$ cat src/rtl/decoder_seq_pkg.sv
// Shared encodings for the sequencing instruction decoder: opcodes, ALU
// operation codes and FSM state encoding.
package decoder_seq_pkg;

    localparam logic [7:0] OP_NOP = 8'h00;
    localparam logic [7:0] OP_LD  = 8'h01;
    localparam logic [7:0] OP_LDR = 8'h02;
    localparam logic [7:0] OP_ADD = 8'h03;
    localparam logic [7:0] OP_SUB = 8'h04;
    localparam logic [7:0] OP_INC = 8'h05;
    localparam logic [7:0] OP_DEC = 8'h06;
    localparam logic [7:0] OP_AND = 8'h07;
    localparam logic [7:0] OP_OR  = 8'h08;
    localparam logic [7:0] OP_XOR = 8'h09;
    localparam logic [7:0] OP_XNR = 8'h0A;
    localparam logic [7:0] OP_COM = 8'h0B;
    localparam logic [7:0] OP_CLR = 8'h0C;
    localparam logic [7:0] OP_FIL = 8'h0D;
    localparam logic [7:0] OP_PSH = 8'h0E;
    localparam logic [7:0] OP_POP = 8'h0F;
    localparam logic [7:0] OP_JMP = 8'h10;
    localparam logic [7:0] OP_JZ  = 8'h11;
    localparam logic [7:0] OP_JNZ = 8'h12;
    localparam logic [7:0] OP_JC  = 8'h13;
    localparam logic [7:0] OP_JNC = 8'h14;
    localparam logic [7:0] OP_CAL = 8'h15;
    localparam logic [7:0] OP_RTN = 8'h16;
    localparam logic [7:0] OP_WR  = 8'h17;
    localparam logic [7:0] OP_RD  = 8'h18;
    localparam logic [7:0] OP_CIS = 8'h19;

    typedef enum logic [2:0] {
        ALU_ADD = 3'd0,
        ALU_SUB = 3'd1,
        ALU_INC = 3'd2,
        ALU_DEC = 3'd3,
        ALU_AND = 3'd4,
        ALU_OR  = 3'd5,
        ALU_XOR = 3'd6,
        ALU_XNR = 3'd7
    } alu_op_e;

    typedef enum logic [1:0] {
        ST_RUN     = 2'd0,
        ST_RD_WAIT = 2'd1,
        ST_HALT    = 2'd2
    } state_e;

    // Opcodes are allocated densely from zero, so anything above CIS is unknown.
    function automatic logic is_known_op(input logic [7:0] op);
        return (op <= OP_CIS);
    endfunction

    function automatic alu_op_e alu_op_of(input logic [7:0] op);
        alu_op_e res;
        case (op)
            OP_ADD:  res = ALU_ADD;
            OP_SUB:  res = ALU_SUB;
            OP_INC:  res = ALU_INC;
            OP_DEC:  res = ALU_DEC;
            OP_AND:  res = ALU_AND;
            OP_OR:   res = ALU_OR;
            OP_XOR:  res = ALU_XOR;
            OP_XNR:  res = ALU_XNR;
            default: res = ALU_SUB;
        endcase
        return res;
    endfunction

endpackage

$ cat src/rtl/decoder_seq_cond_eval.sv
// Jump-condition evaluation: decides whether a jump opcode is taken given
// the current zero and carry flags. Non-jump opcodes never report taken.
module dec_cond_eval
    import decoder_seq_pkg::*;
(
    input  logic [7:0] opcode_i,
    input  logic       flag_z_i,
    input  logic       flag_c_i,
    output logic       take_o
);

    always_comb begin
        take_o = 1'b0;
        case (opcode_i)
            OP_JMP:  take_o = 1'b1;
            OP_JZ:   take_o = flag_z_i;
            OP_JNZ:  take_o = ~flag_z_i;
            OP_JC:   take_o = flag_c_i;
            OP_JNC:  take_o = ~flag_c_i;
            default: take_o = 1'b0;
        endcase
    end

endmodule

$ cat src/rtl/decoder_seq.sv
// Sequencing instruction decoder with multi-cycle RAM reads. Optional sticky
// stack-fault halt is enabled by defining DECODER_SEQ_FAULT_EN.
module decoder_seq
    import decoder_seq_pkg::*;
#(
    parameter int DATA_W = 8,
    parameter int REG_AW = 6,
    parameter int PC_W   = 11
) (
    input  logic                  clk_i,
    input  logic                  rst_n_i,
    input  logic                  instr_valid_i,
    output logic                  instr_ready_o,
    input  logic [8+2*DATA_W-1:0] instr_i,
    input  logic [PC_W-1:0]       pc_i,
    output logic                  jump_en_o,
    output logic [PC_W-1:0]       jump_addr_o,
    output logic                  reg_we_o,
    output logic [REG_AW-1:0]     reg_waddr_o,
    output logic [DATA_W-1:0]     reg_wdata_o,
    output logic [REG_AW-1:0]     reg_raddr_a_o,
    output logic [REG_AW-1:0]     reg_raddr_b_o,
    input  logic [DATA_W-1:0]     reg_rdata_a_i,
    input  logic [DATA_W-1:0]     reg_rdata_b_i,
    output logic [2:0]            alu_op_o,
    output logic [DATA_W-1:0]     alu_a_o,
    output logic [DATA_W-1:0]     alu_b_o,
    input  logic [DATA_W-1:0]     alu_c_i,
    output logic                  flags_we_o,
    input  logic                  flag_z_i,
    input  logic                  flag_c_i,
    output logic                  stk_push_o,
    output logic                  stk_pop_o,
    output logic [DATA_W-1:0]     stk_wdata_o,
    input  logic [DATA_W-1:0]     stk_rdata_i,
    input  logic                  stk_full_i,
    input  logic                  stk_empty_i,
    output logic                  pcs_push_o,
    output logic                  pcs_pop_o,
    output logic [PC_W-1:0]       pcs_wdata_o,
    input  logic [PC_W-1:0]       pcs_rdata_i,
    input  logic                  pcs_full_i,
    input  logic                  pcs_empty_i,
    output logic                  ram_re_o,
    input  logic                  ram_ack_i,
    input  logic [DATA_W-1:0]     ram_rdata_i,
    output logic                  ram_we_o,
    output logic [DATA_W-1:0]     ram_wdata_o,
    output logic                  int_clr_o,
    output logic                  fault_o
);

    state_e              state_q, state_d;
    logic [REG_AW-1:0]   rd_addr_q, rd_addr_d;
    logic                fault_q, fault_d;

    logic [7:0]          opcode;
    logic [DATA_W-1:0]   arg_a;
    logic [DATA_W-1:0]   arg_b;
    logic [REG_AW-1:0]   dst_addr;
    logic [REG_AW-1:0]   src_addr;
    logic [PC_W-1:0]     jump_target;
    logic [PC_W-1:0]     pc_next;
    logic                accept;
    logic                cond_take;
    logic                fault_hit;
    logic                unused_sig;

    assign opcode      = instr_i[8+2*DATA_W-1 -: 8];
    assign arg_a       = instr_i[2*DATA_W-1 -: DATA_W];
    assign arg_b       = instr_i[DATA_W-1:0];
    assign dst_addr    = arg_a[REG_AW-1:0];
    assign src_addr    = arg_b[REG_AW-1:0];
    assign jump_target = {arg_a[PC_W-DATA_W-1:0], arg_b};
    assign pc_next     = pc_i + PC_W'(1);

    dec_cond_eval u_cond (
        .opcode_i (opcode),
        .flag_z_i (flag_z_i),
        .flag_c_i (flag_c_i),
        .take_o   (cond_take)
    );

`ifdef DECODER_SEQ_FAULT_EN
    // Any of these would corrupt a stack or execute garbage, so the core halts instead.
    assign fault_hit = ((opcode == OP_PSH) && stk_full_i)
                     | ((opcode == OP_POP) && stk_empty_i)
                     | ((opcode == OP_CAL) && pcs_full_i)
                     | ((opcode == OP_RTN) && pcs_empty_i)
                     | ~is_known_op(opcode);
    assign unused_sig = ^arg_a;
`else
    assign fault_hit  = 1'b0;
    assign unused_sig = ^{arg_a, stk_full_i, stk_empty_i, pcs_full_i, pcs_empty_i};
`endif

    always_ff @(posedge clk_i) begin
        if (!rst_n_i) begin
            state_q   <= ST_RUN;
            rd_addr_q <= '0;
            fault_q   <= 1'b0;
        end else begin
            state_q   <= state_d;
            rd_addr_q <= rd_addr_d;
            fault_q   <= fault_d;
        end
    end

    assign fault_o = fault_q;

    always_comb begin
        state_d       = state_q;
        rd_addr_d     = rd_addr_q;
        fault_d       = fault_q;
        instr_ready_o = (state_q == ST_RUN) && rst_n_i;
        accept        = instr_valid_i && instr_ready_o;
        jump_en_o     = 1'b0;
        jump_addr_o   = '0;
        reg_we_o      = 1'b0;
        reg_waddr_o   = '0;
        reg_wdata_o   = '0;
        reg_raddr_a_o = '0;
        reg_raddr_b_o = '0;
        alu_op_o      = '0;
        alu_a_o       = '0;
        alu_b_o       = '0;
        flags_we_o    = 1'b0;
        stk_push_o    = 1'b0;
        stk_pop_o     = 1'b0;
        stk_wdata_o   = '0;
        pcs_push_o    = 1'b0;
        pcs_pop_o     = 1'b0;
        pcs_wdata_o   = '0;
        ram_re_o      = 1'b0;
        ram_we_o      = 1'b0;
        ram_wdata_o   = '0;
        int_clr_o     = 1'b0;

        case (state_q)
            ST_RUN: begin
                if (accept && fault_hit) begin
                    state_d = ST_HALT;
                    fault_d = 1'b1;
                end else if (accept) begin
                    reg_raddr_a_o = dst_addr;
                    reg_raddr_b_o = src_addr;
                    case (opcode)
                        OP_LD: begin
                            reg_we_o    = 1'b1;
                            reg_waddr_o = dst_addr;
                            reg_wdata_o = reg_rdata_b_i;
                        end
                        OP_LDR: begin
                            reg_we_o    = 1'b1;
                            reg_waddr_o = dst_addr;
                            reg_wdata_o = arg_b;
                        end
                        OP_ADD, OP_SUB, OP_INC, OP_DEC,
                        OP_AND, OP_OR, OP_XOR, OP_XNR: begin
                            alu_op_o    = alu_op_of(opcode);
                            alu_a_o     = reg_rdata_a_i;
                            alu_b_o     = reg_rdata_b_i;
                            flags_we_o  = 1'b1;
                            reg_we_o    = 1'b1;
                            reg_waddr_o = dst_addr;
                            reg_wdata_o = alu_c_i;
                        end
                        OP_COM: begin
                            alu_op_o   = ALU_SUB;
                            alu_a_o    = reg_rdata_a_i;
                            alu_b_o    = reg_rdata_b_i;
                            flags_we_o = 1'b1;
                        end
                        OP_CLR: begin
                            reg_we_o    = 1'b1;
                            reg_waddr_o = dst_addr;
                            reg_wdata_o = '0;
                        end
                        OP_FIL: begin
                            reg_we_o    = 1'b1;
                            reg_waddr_o = dst_addr;
                            reg_wdata_o = '1;
                        end
                        OP_PSH: begin
                            stk_push_o  = 1'b1;
                            stk_wdata_o = reg_rdata_a_i;
                        end
                        OP_POP: begin
                            stk_pop_o   = 1'b1;
                            reg_we_o    = 1'b1;
                            reg_waddr_o = dst_addr;
                            reg_wdata_o = stk_rdata_i;
                        end
                        OP_JMP, OP_JZ, OP_JNZ, OP_JC, OP_JNC: begin
                            jump_en_o   = cond_take;
                            jump_addr_o = jump_target;
                        end
                        OP_CAL: begin
                            pcs_push_o  = 1'b1;
                            pcs_wdata_o = pc_next;
                            jump_en_o   = 1'b1;
                            jump_addr_o = jump_target;
                        end
                        OP_RTN: begin
                            pcs_pop_o   = 1'b1;
                            jump_en_o   = 1'b1;
                            jump_addr_o = pcs_rdata_i;
                        end
                        OP_WR: begin
                            ram_we_o    = 1'b1;
                            ram_wdata_o = reg_rdata_a_i;
                        end
                        OP_RD: begin
                            ram_re_o  = 1'b1;
                            rd_addr_d = dst_addr;
                            if (ram_ack_i) begin
                                reg_we_o    = 1'b1;
                                reg_waddr_o = dst_addr;
                                reg_wdata_o = ram_rdata_i;
                            end else begin
                                state_d = ST_RD_WAIT;
                            end
                        end
                        OP_CIS: int_clr_o = 1'b1;
                        default: ;
                    endcase
                end
            end
            ST_RD_WAIT: begin
                // Request stays up until the edge; a reset in flight abandons the write.
                ram_re_o = 1'b1;
                if (ram_ack_i && rst_n_i) begin
                    reg_we_o    = 1'b1;
                    reg_waddr_o = rd_addr_q;
                    reg_wdata_o = ram_rdata_i;
                    state_d     = ST_RUN;
                end
            end
            ST_HALT: state_d = ST_HALT;
            default: state_d = ST_RUN;
        endcase
    end

endmodule

$ cat config.mk
export PLATFORM = sky130hd
export DESIGN_NAME = decoder_seq
export DESIGN_NICKNAME = d
export VERILOG_FILES = /design/src/rtl/decoder_seq_pkg.sv /design/src/rtl/decoder_seq_cond_eval.sv /design/src/rtl/decoder_seq.sv
export SDC_FILE = /design/constraint.sdc
export NUM_CORES = 1
export LEC_CHECK = 0
export CORE_MARGIN = 1
export CORE_UTILIZATION = 31
export CTS_CLUSTER_DIAMETER = 50
export CTS_CLUSTER_SIZE = 20
export DETAILED_ROUTE_END_ITERATION = 8
export PLACE_DENSITY = 0.85
export SYNTH_ARGS = -nofsm -noshare
export SYNTH_HDL_FRONTEND = slang
export SYNTH_HIERARCHICAL = 1
export SYNTH_SLANG_ARGS = --single-unit
$ cat constraint.sdc
create_clock -name clk_i -period 3.4 [get_ports clk_i]
set_input_delay 0.68 -clock clk_i [delete_from_list [all_inputs] [get_ports clk_i]]
set_output_delay 0.68 -clock clk_i [all_outputs]
set_load 0.005 [all_outputs]
# == Yosys cells after proc, flatten, opt, wreduce, memory -nomap -nowiden ==
# Memories as Yosys holds them, arrays and structs flattened.
# Index checks and enable logic that the tools add are counted.
# totals
regBits,8
latch_bits,0
ramBits,0
romBits,48
out_inout_bits,95
wordCells,124
memories,1
# classes
n_addsub,1
n_mul,0
div_mod_pow,0
magnitude_cmp,0
eq_ne,31
shift,0
muxes,74
bitwise,2
reduce_logical,13
# memory_table
memory,words,word_bits,read_ports,rd_ports_with_merged_regs,write_ports,line_no,text
(name not given),16,3,1,0,0,decoder_seq_pkg.sv:56,case (op)
# op_table
operator,count
$mux 8,15
$eq 8x5->1 const B,10
$eq 8x4->1 const B,8
$mux 11,5
$pmux 8 s6,1
$mux 6,7
$eq 8x3->1 const B,4
$mux 1,28
$pmux 6 s2,2
$pmux 11 s2,1
$eq 8x2->1 const B,2
$pmux 8 s2,1
$reduce_or 13->1,1
$add 11x1->11 const B,1
$mux 3,3
$reduce_or 9->1,1
$eq 8x1->1 const B,1
$mux 2,4
$pmux 1 s2,4
$reduce_or 8->1,1
$ne 2x2->1 const B,3
$pmux 2 s3,1
$pmux 3 s2,1
$reduce_or 6->1,1
12 further kinds,15

# == Depth between registers and ports, before layout ==
# depth
word_depth,5
depth_mapped,9

# == Modules after synthesis ==
# The synthesis kept the hierarchy.
# by_module_without_submodules
mod,instances,cells_per_inst,area_per_inst_um2,seq_area_each_um2
decoder_seq,1,282,1890.6,160.2
dec_cond_eval,1,7,48.8,0.0

# == Least setup slack after synthesis ==
# No wires, ideal clock.
# synth_path
path_type,input -> output
startpoint,input port instr_i[16]
endpoint,output port reg_wdata_o[2]
t_arrival_ns,2.196
setup_slack_ns,0.524
path_stages,9
n_path_buf,2
cell_sequence,inv_1 ha_1 buf_6 or3_1 a21o_1 buf_6 a22o_1 a221oi_2 nor3_1
# synth_between
elab_chain_len,5
word_cells_on_any_way,17
cone_classes,13 x eq/ne; 3 x mux; 1 x reduce/logical
# synth_lines
element,line_no,text
"start, declared",decoder_seq.sv:14,"input logic [8+2*DATA_W-1:0] instr_i,"
"$eq 8x2->1, or another cell as far along",decoder_seq.sv:147,case (opcode)
$reduce_or 8->1,n/a,
$pmux 8 s6 (*),decoder_seq.sv:147,
$mux 8 (*),decoder_seq.sv:144,end else if (accept) begin
$pmux 8 s2 (*),decoder_seq.sv:139,case (state_q)
"end, declared",decoder_seq.sv:20,"output logic [DATA_W-1:0] reg_wdata_o,"
# Mark *: on every way between the ends. The rest lies on a longest branch, timed or not.

# == Worst setup path after layout ==
# layout_path
startpoint,input port instr_i[16]
endpoint,output port reg_wdata_o[6]
# The elaborated chain is that of the path after synthesis.

==> reports/metrics.csv <==
stage;metric;value;unit
status;status;completed;
min_path;min-delay src;rd_addr_q[3]$_SDFFE_PN0P_;
worst_setup_path;CP required;2.72;ns
layout;layout cells sized above 1;18.09;%
synthesis;Commonest cells post-synth;and2_1, nand2_1, a21oi_1, nor2_1, a22o_1;
layout;Final #Nets;618;
drt;final WL;9274;um
global_routing;GRT Total Usage;26.27;%
job;maxcap violations;0;
sta;max-slew violation count;0;
worst_setup_path;Crit Path Category;input port to output port;
floorplanning;# rows;28;
floorplanning;IO Pins;191;
drt;initial drt markers;76;
drt;ANT nets after route;0;
worst_setup_path;Reg2Reg Launch Point;state_q[1]$_SDFFE_PN0P_;
synthesis;prevailing post-synth register cell;dfxtp_1;
worst_setup_path;crit end category;output port;
synthesis;Netlist cell types;49;
worst_setup_path;WP buf/inv;5;
cts;H-tree depth;1;
layout;final core occ;72.03;%
synthesis;Avg Inst Size Synth;6.711;um2
cts;CTS Sinks;8;
cts;maximum clock path buffer count;2;
layout;P&R area growth vs syn;122.5;%
sta;# setup viols final;0;
sta;Max Clock Skew;0.002305;ns
min_path;Worst Hold Class;register to register;
sta;setup slack after layout;0.05040;ns
sta;final hold viol count;0;
cts;Clk pin slew, worst setup/hold paths;0.04;ns
drt;vias;3049;
synthesis;cell taking the most area after synthesis;and2_1;
worst_setup_path;CP arrival;2.67;ns
synthesis;Mapped Nets;391;
min_path;Hold Path Depth;2;
synthesis;largest cells by area after synthesis;and2_1, a22o_1, dfxtp_1;
synthesis;mapped cell area;0.001939;mm2
cts;total CTS buffers;3;
floorplanning;core area;0.005991;mm2
synthesis;Synth top area share;13.87;%
worst_setup_path;CP max stage cell;or4_1;
min_path;Hold Path Sink;rd_addr_q[3]$_SDFFE_PN0P_;
floorplanning;chip width;81.10;um
cts;CTS Root Cell;clkbuf_8;
drt;vias per cell;5.177;
synthesis;Gate Count Post-Synth;289;
sta;Final Cycle Share;98.52;%
synthesis;Synth async-reset ratio;0;%
place;placer congestion estimate;0.8874;
sta;FMAX;298.5;MHz
floorplanning;Die Area;0.006576;mm2
synthesis;register area share after synthesis;8.258;%
worst_setup_path;worst flop-to-flop path endpoint;rd_addr_q[2]$_SDFFE_PN0P_;
global_routing;vias in the first global route;3021;
power_and_ir_drop;Static Leak;0.001961;uW
worst_setup_path;cell mode on critical path;buf_4;
layout;non-filler cells, final;589;
worst_setup_path;CP Cell Sequence;clkdlybuf4s15_1, buf_6, ha_2, or4_1, o21ai_1, o21bai_1, buf_4, buf_4, a21oi_4, nor3_1, dlygate4sd2_1;
global_routing;initial antenna violation count;0;
sta;minimum clock period;3.350;ns
floorplanning;Initial Util;32.37;%
cts;TritonCTS clock tree;yes;
drt;WL per Instance;15.75;um
sta;Hold WS;0.5166;ns
worst_setup_path;CP Max Fanout;6;
synthesis;Post-synth EDFFs;0;
place;worst slack at placement;-0.5118;ns
place;placed cells;578;
synthesis;Syn. warnings;6;
drt;DRC errors left;0;
synthesis;most frequent cell after synthesis;and2_1;
place;DP Wirelength;7525;um
global_routing;first-pass GRT wire length;13640;um
global_routing;total congestion overflow;0;
worst_setup_path;slowest stage delay, CP;0.41;ns
global_routing;largest net degree at the start of global routing;19;
floorplanning;DIE HEIGHT;81.10;um
power_and_ir_drop;Worst VDD drop;0.0001031;V
cts;worst skew pair latency;0.23;ns
synthesis;Seq cells post-synth;8;
worst_setup_path;CP top delay family;buffers and inverters;
layout;diode count;0;
place;IO buf count;183;
worst_setup_path;CP Launch Type;input port;
worst_setup_path;reg2reg path depth;7;
drt;Detailed Routing Iterations Pass 1;4;
worst_setup_path;R2R Setup Slk;1.59;ns
power_and_ir_drop;pwr/cell area;116.7;mW/mm2
-- state kept, by name, indices dropped and copies added, names as in the netlist --
| register | cells |
|---|---|
| rd_addr_q | 6 |
| state_q | 2 |
-- metal layers --
layer / up-vias / GRT usage [%] / share of wire (%)
met1: 1402 / 26.48 / 37
met5: - / 0 / 0
met2: 151 / 52.61 / 52
li1: 1480 / - / -
met4: 0 / 7.143 / 2.0
met3: 16 / 6.292 / 8.8
-- kinds of logic after synthesis --
group | Yosys count | share of synthesized area, %
adders and majority gates | 6 | 3.871
DFF | 8 | 8.258
muxes | 8 | 4.129
AOI/OAI and AO/OA | 82 | 29.10
other | 1 | 0.1934
xor gates and xnor gates | 10 | 4.516
and+or+nand+nor | 141 | 42.00
buffers and inverters | 33 | 7.935
-- worst min-delay path, delay by kind of cell (launching register included) --
| kind | cells | cell delay (ns) |
|---|---|---|
| DFF | 1 | 0.32 |
| and+or+nand+nor | 1 | 0.09 |
| muxes | 1 | 0.07 |
-- cells in the final DEF, fill, tap and decap left out, drive strengths merged, types with 2 or more instances in the layout --
cell / count
clkdlybuf4s50: 143
buf: 61
and2: 43
dlygate4sd2: 30
nand2: 24
a21oi: 24
nor2: 23
a22o: 22
o21ai: 15
inv: 14
nand3: 11
nor2b: 10
mux2i: 8
dfxtp: 8
xor2: 7
and3: 6
ha: 6
o22ai: 5
dlymetal6s2s: 5
nor3: 4
clkbuf: 4
nand2b: 3
o21bai: 3
o31ai: 3
xnor2: 3
a21o: 3
a221oi: 3
nor4b: 3
and4b: 2
and4: 2
-- where the power goes --
group	total [uW]	leakage [uW]	internal (uW)	switching [uW]
Combinational	291	0.00188	179	112
Clock	118	0.0000216	77.0	41.2
Sequential	94.2	0.0000644	94.2	0.0310
-- cell type report --
type                            count  area, um2
Timing Repair Buffer              241       2261
Multi-Input combinational cell    248       1707
Fill cell                         477       1675
Sequential cell                     8      160.2
Tap cell                           75      93.84
Inverter                           14      52.55
Clock buffer                        3      41.29
-- worst max path at each step --
| stage | from | depth (start not counted) | to |
|---|---|---|---|
| 2_1_floorplan | instr_i[16] | 9 | reg_wdata_o[2] |
| 3_3_place_gp | instr_i[17] | 10 | reg_wdata_o[1] |
| 3_5_place_dp | instr_i[17] | 10 | reg_wdata_o[0] |
| 4_1_cts | instr_i[16] | 10 | reg_waddr_o[2] |
| 5_1_grt | instr_i[16] | 10 | reg_wdata_o[4] |
| 6_report | instr_i[16] | 11 | reg_wdata_o[6] |
-- what timing repair did --
item | 4_1_cts | 5_1_grt
endpoints found under the hold margin | 0 | 0
hold buffers | 0 | 0
cloned | 0 | 0
pin swaps | 6 | 4
buffers inserted | 5 | 3
endpoints found under the setup margin | 70 | 43
gates resized for setup | 57 | 27
-- through the flow --
step / power (uW) / TNS (ns) / area (um2)
floorplan: 182.6 / 0 / 1939
finish: 503.6 / 0 / 4315
global placement: 359.4 / -15.30 / 4151
global route: 530.0 / -0.05229 / 4315
detailed placement: 365.9 / -16.97 / 4151
CTS: 491.6 / 0 / 4224
(Power assumes the default switching activity.)
==> RTL change 1 (config.mk and constraints unchanged) <==
Change the parameter `DATA_W` from 8 to 6.
--- a/src/rtl/decoder_seq.sv
+++ b/src/rtl/decoder_seq.sv
@@ -4,5 +4,5 @@
     import decoder_seq_pkg::*;
 #(
-    parameter int DATA_W = 8,
+    parameter int DATA_W = 6,
     parameter int REG_AW = 6,
     parameter int PC_W   = 11
Interface: changed (11 resized); port bits go from 191 to 167. No check against the original RTL was run, so the function may have changed too.
==> RTL change 1 against the unedited design <==
Wire length down 8.4%; sequential cell count unchanged; total power down 9.4%; combinational power down 15%; register-to-register slack better by 0.16 ns; worst setup slack better by 0.032 ns; critical path type unchanged; area after synthesis down 8.2%; synthesized cell count down 12%; cell area down 9.8%.
==> RTL change 1: results (changes against the unedited design) <==
| Metric | Value |
|---|---|
| Flop+latch power | 94.4 µW (was 94.2 µW) |
| Non-clk buf share | 0.507 (was 0.524) |
| Post-DP HPWL | 6.44 mm (was 7.53 mm) |
| Share of layout cells above drive strength 1 | 0.203 (was 0.181) |
| Outcome | finished clean (unchanged) |
| Commonest cells post-synth | and2_1 (36), nor2_1 (23), a22o_1 (22) (was and2_1 (43), nand2_1 (24), a21oi_1 (23), nor2_1 (23), a22o_1 (22)) |
| Critical R2R Launch | state_q[0] (was state_q[1]) |
| Global-route wire length before repair | 13.3 mm (was 13.6 mm) |
| Inverters, non-clock | 5 (was 14) |
| Vias in the first global route | 2,656 (was 3,021) |
| Clock tree buffer depth | 2 (unchanged) |
| #MultiIn Comb | 218 (was 248) |
| Post-Route Skew | 0.000407 ns (was 0.00230 ns) |
| Reg power frac | 0.207 (was 0.187) |
| GRT Total Usage | 0.273 (was 0.263) |
| Wirelength per Cell | 16.5 µm (was 15.7 µm) |
| Final setup violation count | 0 (unchanged) |
| R2R Setup Slk | 1.75 ns (was 1.59 ns) |
| Number of diodes | 0 (unchanged) |
| Buffers excl. clock | 210 (was 241) |
| CP startpoint | instr_i[17] (was instr_i[16]) |
| Flop and latch count out of synthesis | 8 (unchanged) |
| Reg clk slew, reported paths | 0.04 ns (about the same) |
| Nets@finish | 534 (was 618) |
| Worst EP arrival | 2.64 ns (was 2.67 ns) |
| Register share of the cell area | 0.0411 (was 0.0371) |
| Layout clock area frac | 0.0106 (was 0.00957) |
| Leakage | 0.00165 µW (was 0.00196 µW) |
| Clock buffer count | 3 (unchanged) |
| Min-Delay Path Class | flop to flop (unchanged) |
| Pre-CTS WS | -0.366 ns (was -0.512 ns) |
| Hold Path End | rd_addr_q[0] (was rd_addr_q[3]) |
| Hold Path Origin | rd_addr_q[0] (was rd_addr_q[3]) |
| Starting DRT DRC Count | 130 (was 76) |
| Sw Share | 0.297 (was 0.305) |
| Final worst setup slack | 0.0823 ns (was 0.0504 ns) |
| Post-synthesis sequential area ratio | 0.0900 (was 0.0826) |
| PortBufs | 161 (was 183) |
| P_clk | 114 µW (was 118 µW) |
| VDD IR-drop max | 107 µV (was 103 µV) |
| Worst-path fanout max | 7 (was 6) |
| RD Place Congestion | 0.921 (was 0.887) |
| Largest net degree at the start of global routing | 16 (was 19) |
| Fillers | 428 (was 477) |
| End of the critical path | reg_waddr_o[3] (was reg_wdata_o[6]) |
| Synth area leaders | and2_1 (13%), a22o_1 (11%), dfxtp_1 (9.0%) (was and2_1 (14%), a22o_1 (9.9%), dfxtp_1 (8.3%)) |
| R2R depth | 6 (was 7) |
| Unique masters post-synth | 44 (was 49) |
| Via density | 5.27 (was 5.18) |
| Fraction of area in multi-input gates | 0.414 (was 0.395) |
| Syn Nets | 343 (was 391) |
RTL change 1: cell types whose count changed in the layout (fill, tap and decap cells not counted), sizes merged, moves of 7 or more:
cell / unedited run / this run
nand2: 24 / 14
nand4: 1 / 12
buf: 61 / 49
a21oi: 24 / 8
dlygate4sd2: 30 / 12
inv: 14 / 5
and3: 6 / 14
o21ai: 15 / 8
RTL change 1: what timing repair did:
item | CTS | global route
buffers inserted | 9 | 2
hold buffers | 0 | 0
resized for setup | 49 | 23
cloned | 1 | 0
endpoints found under the setup margin | 61 | 35
pin swaps | 6 | 9
RTL change 1: stage by stage:
stage	cell area [µm²]	utilization	std cells	hold WS, ns
6_report	3890	0.707	516	0.524
5_1_grt	3890	0.707	516	0.541
4_1_cts	3860	0.701	514	0.521
3_5_place_dp	3660	0.665	501	0.509
3_3_place_gp	3660	0.665	501	0.500
2_1_floorplan	1780	-	255	0.477
RTL change 1: routing by layer:
metal  routed length (µm)  part of all wire  vias up  GRT usage
met5                    0                 0        -          0
li1                     -                 -     1304          -
met1                 3360              0.40     1264      0.310
met4                  214             0.025        0     0.0906
met2                 4350              0.51      131      0.510
met3                  560             0.066       22     0.0424
RTL change 1: worst max-delay path, stage by stage:
cell	delay (ns)
dlygate4sd2_1	0.30
nor4_4	0.34
buf_4	0.19
buf_4	0.11
buf_4	0.11
o21ai_1	0.08
nand2_2	0.17
a22o_1	0.15
clkdlybuf4s50_1	0.50
RTL change 1: cell families (layout without fill, tap and decap cells):
logic type                 count (synthesis)  count (layout)  synth area share
AOI/OAI and AO/OA                         53              53             0.228
xor gates and xnor gates                  10              10            0.0492
adders and majority gates                  6               6            0.0422
buffers and inverters                     29             218            0.0822
DFF                                        8               8            0.0899
muxes                                      8               8            0.0450
other                                      1               1           0.00211
and+or+nand+nor                          140             140             0.462
==> RTL change 2 (same settings) <==
Without the edit above. Take the reset off `rd_addr_q` and load it in a clocked block of its own.
--- a/src/rtl/decoder_seq.sv
+++ b/src/rtl/decoder_seq.sv
@@ -98,11 +98,13 @@
         if (!rst_n_i) begin
             state_q   <= ST_RUN;
-            rd_addr_q <= '0;
             fault_q   <= 1'b0;
         end else begin
             state_q   <= state_d;
-            rd_addr_q <= rd_addr_d;
             fault_q   <= fault_d;
         end
+    end
+
+    always_ff @(posedge clk_i) begin
+        rd_addr_q <= rd_addr_d;
     end
 
Check against the original RTL: same outputs for any inputs over 4 cycles, from zero or initial values and one cycle with rst_n_i low; that may be too few to reach the edited logic, so the function may still have changed.
==> RTL change 2 against the unedited design <==
The run now ends with negative setup slack left; cell area is 0.78% higher; register-to-register slack better by 0.27 ns; synthesized cell count is 6.2% lower; worst setup slack worse by 0.087 ns; total power hardly changed; area after synthesis is 4.6% lower; wire length is 14% higher; sequential power is 11% higher; sequential cell count stayed put; sequential share of layout area is 1.4 points higher; largest cell class unchanged; highest routed layer unchanged.
==> RTL change 2: results (changes against the unedited design) <==
| Metric | Value |
|---|---|
| Final worst setup slack | -0.0363 ns (was 0.0504 ns) |
| Post-Synth Adder-Cell Area | 0.0406 (was 0.0387) |
| VDD IR-drop max | 173 µV (was 103 µV) |
| Finished Layout Cells | 567 (was 589) |
| Met2 WL | 5.51 mm (was 4.84 mm) |
| Failing checks | negative setup slack |
| Global-route wire length before repair | 14.5 mm (was 13.6 mm) |
| GRT Total Usage | 0.292 (was 0.263) |
| Largest net degree at the start of global routing | 23 (was 19) |
| Worst hold slack | 0.559 ns (was 0.517 ns) |
| Post-place instance area | 4010 µm² (was 4150 µm²) |
| Outcome | finished with violations (was finished clean) |
| Hold Path End | state_q[1] (was rd_addr_q[3]) |
| Final setup violation count | 2 (was 0) |
| Met1 global-route usage | 0.319 (was 0.265) |
| R2R depth | 4 (was 7) |
| Pre-CTS WS | -0.550 ns (was -0.512 ns) |
| Synth area leaders | and2_1 (11%), edfxtp_1 (9.7%), a22o_1 (6.2%) (was and2_1 (14%), a22o_1 (9.9%), dfxtp_1 (8.3%)) |
| FF-to-FF End | rd_addr_q[5] (was rd_addr_q[2]) |
| R2R Setup Slk | 1.86 ns (was 1.59 ns) |
| Hold Path Origin | state_q[1] (was rd_addr_q[3]) |
| Post-Place Cells | 551 (was 578) |
| Number of flops mapped to enable cells by yosys | 6 (was 0) |
| Int Pwr | 352 µW (was 350 µW) |
| Crit-path max cell delay | 0.54 ns (was 0.41 ns) |
## RTL change 2: worst max-delay path by stage
| stage | depth (start not counted) | start | to | slack [ns] |
|---|---|---|---|---|
| floorplan | 8 | instr_i[16] | reg_wdata_o[4] | 0.67 |
| global placement | 10 | instr_i[16] | reg_wdata_o[2] | -0.45 |
| detailed placement | 10 | instr_i[16] | reg_wdata_o[2] | -0.55 |
| CTS | 10 | instr_i[16] | alu_a_o[1] | 0.0009 |
| global route | 10 | instr_i[17] | reg_wdata_o[4] | -0.09 |
| finish | 8 | instr_i[19] | alu_op_o[0] | -0.04 |
## RTL change 2: area by class of cell
type                       instances  area, µm²  share of cell area
tap                               72       90.1              0.0207
inverter                          11       41.3             0.00949
multi-input combinational        233       1630               0.375
sequential                         8        220              0.0506
clock buffer                       4       45.0              0.0104
timing repair buffer             239       2320               0.534
## RTL change 2: what timing repair did
item / in CTS / in global routing
setup buffers: 2 / 8
cloned: 0 / 2
endpoints found under the setup margin: 75 / 56
gates resized for setup: 35 / 65
pin swaps: 4 / 11
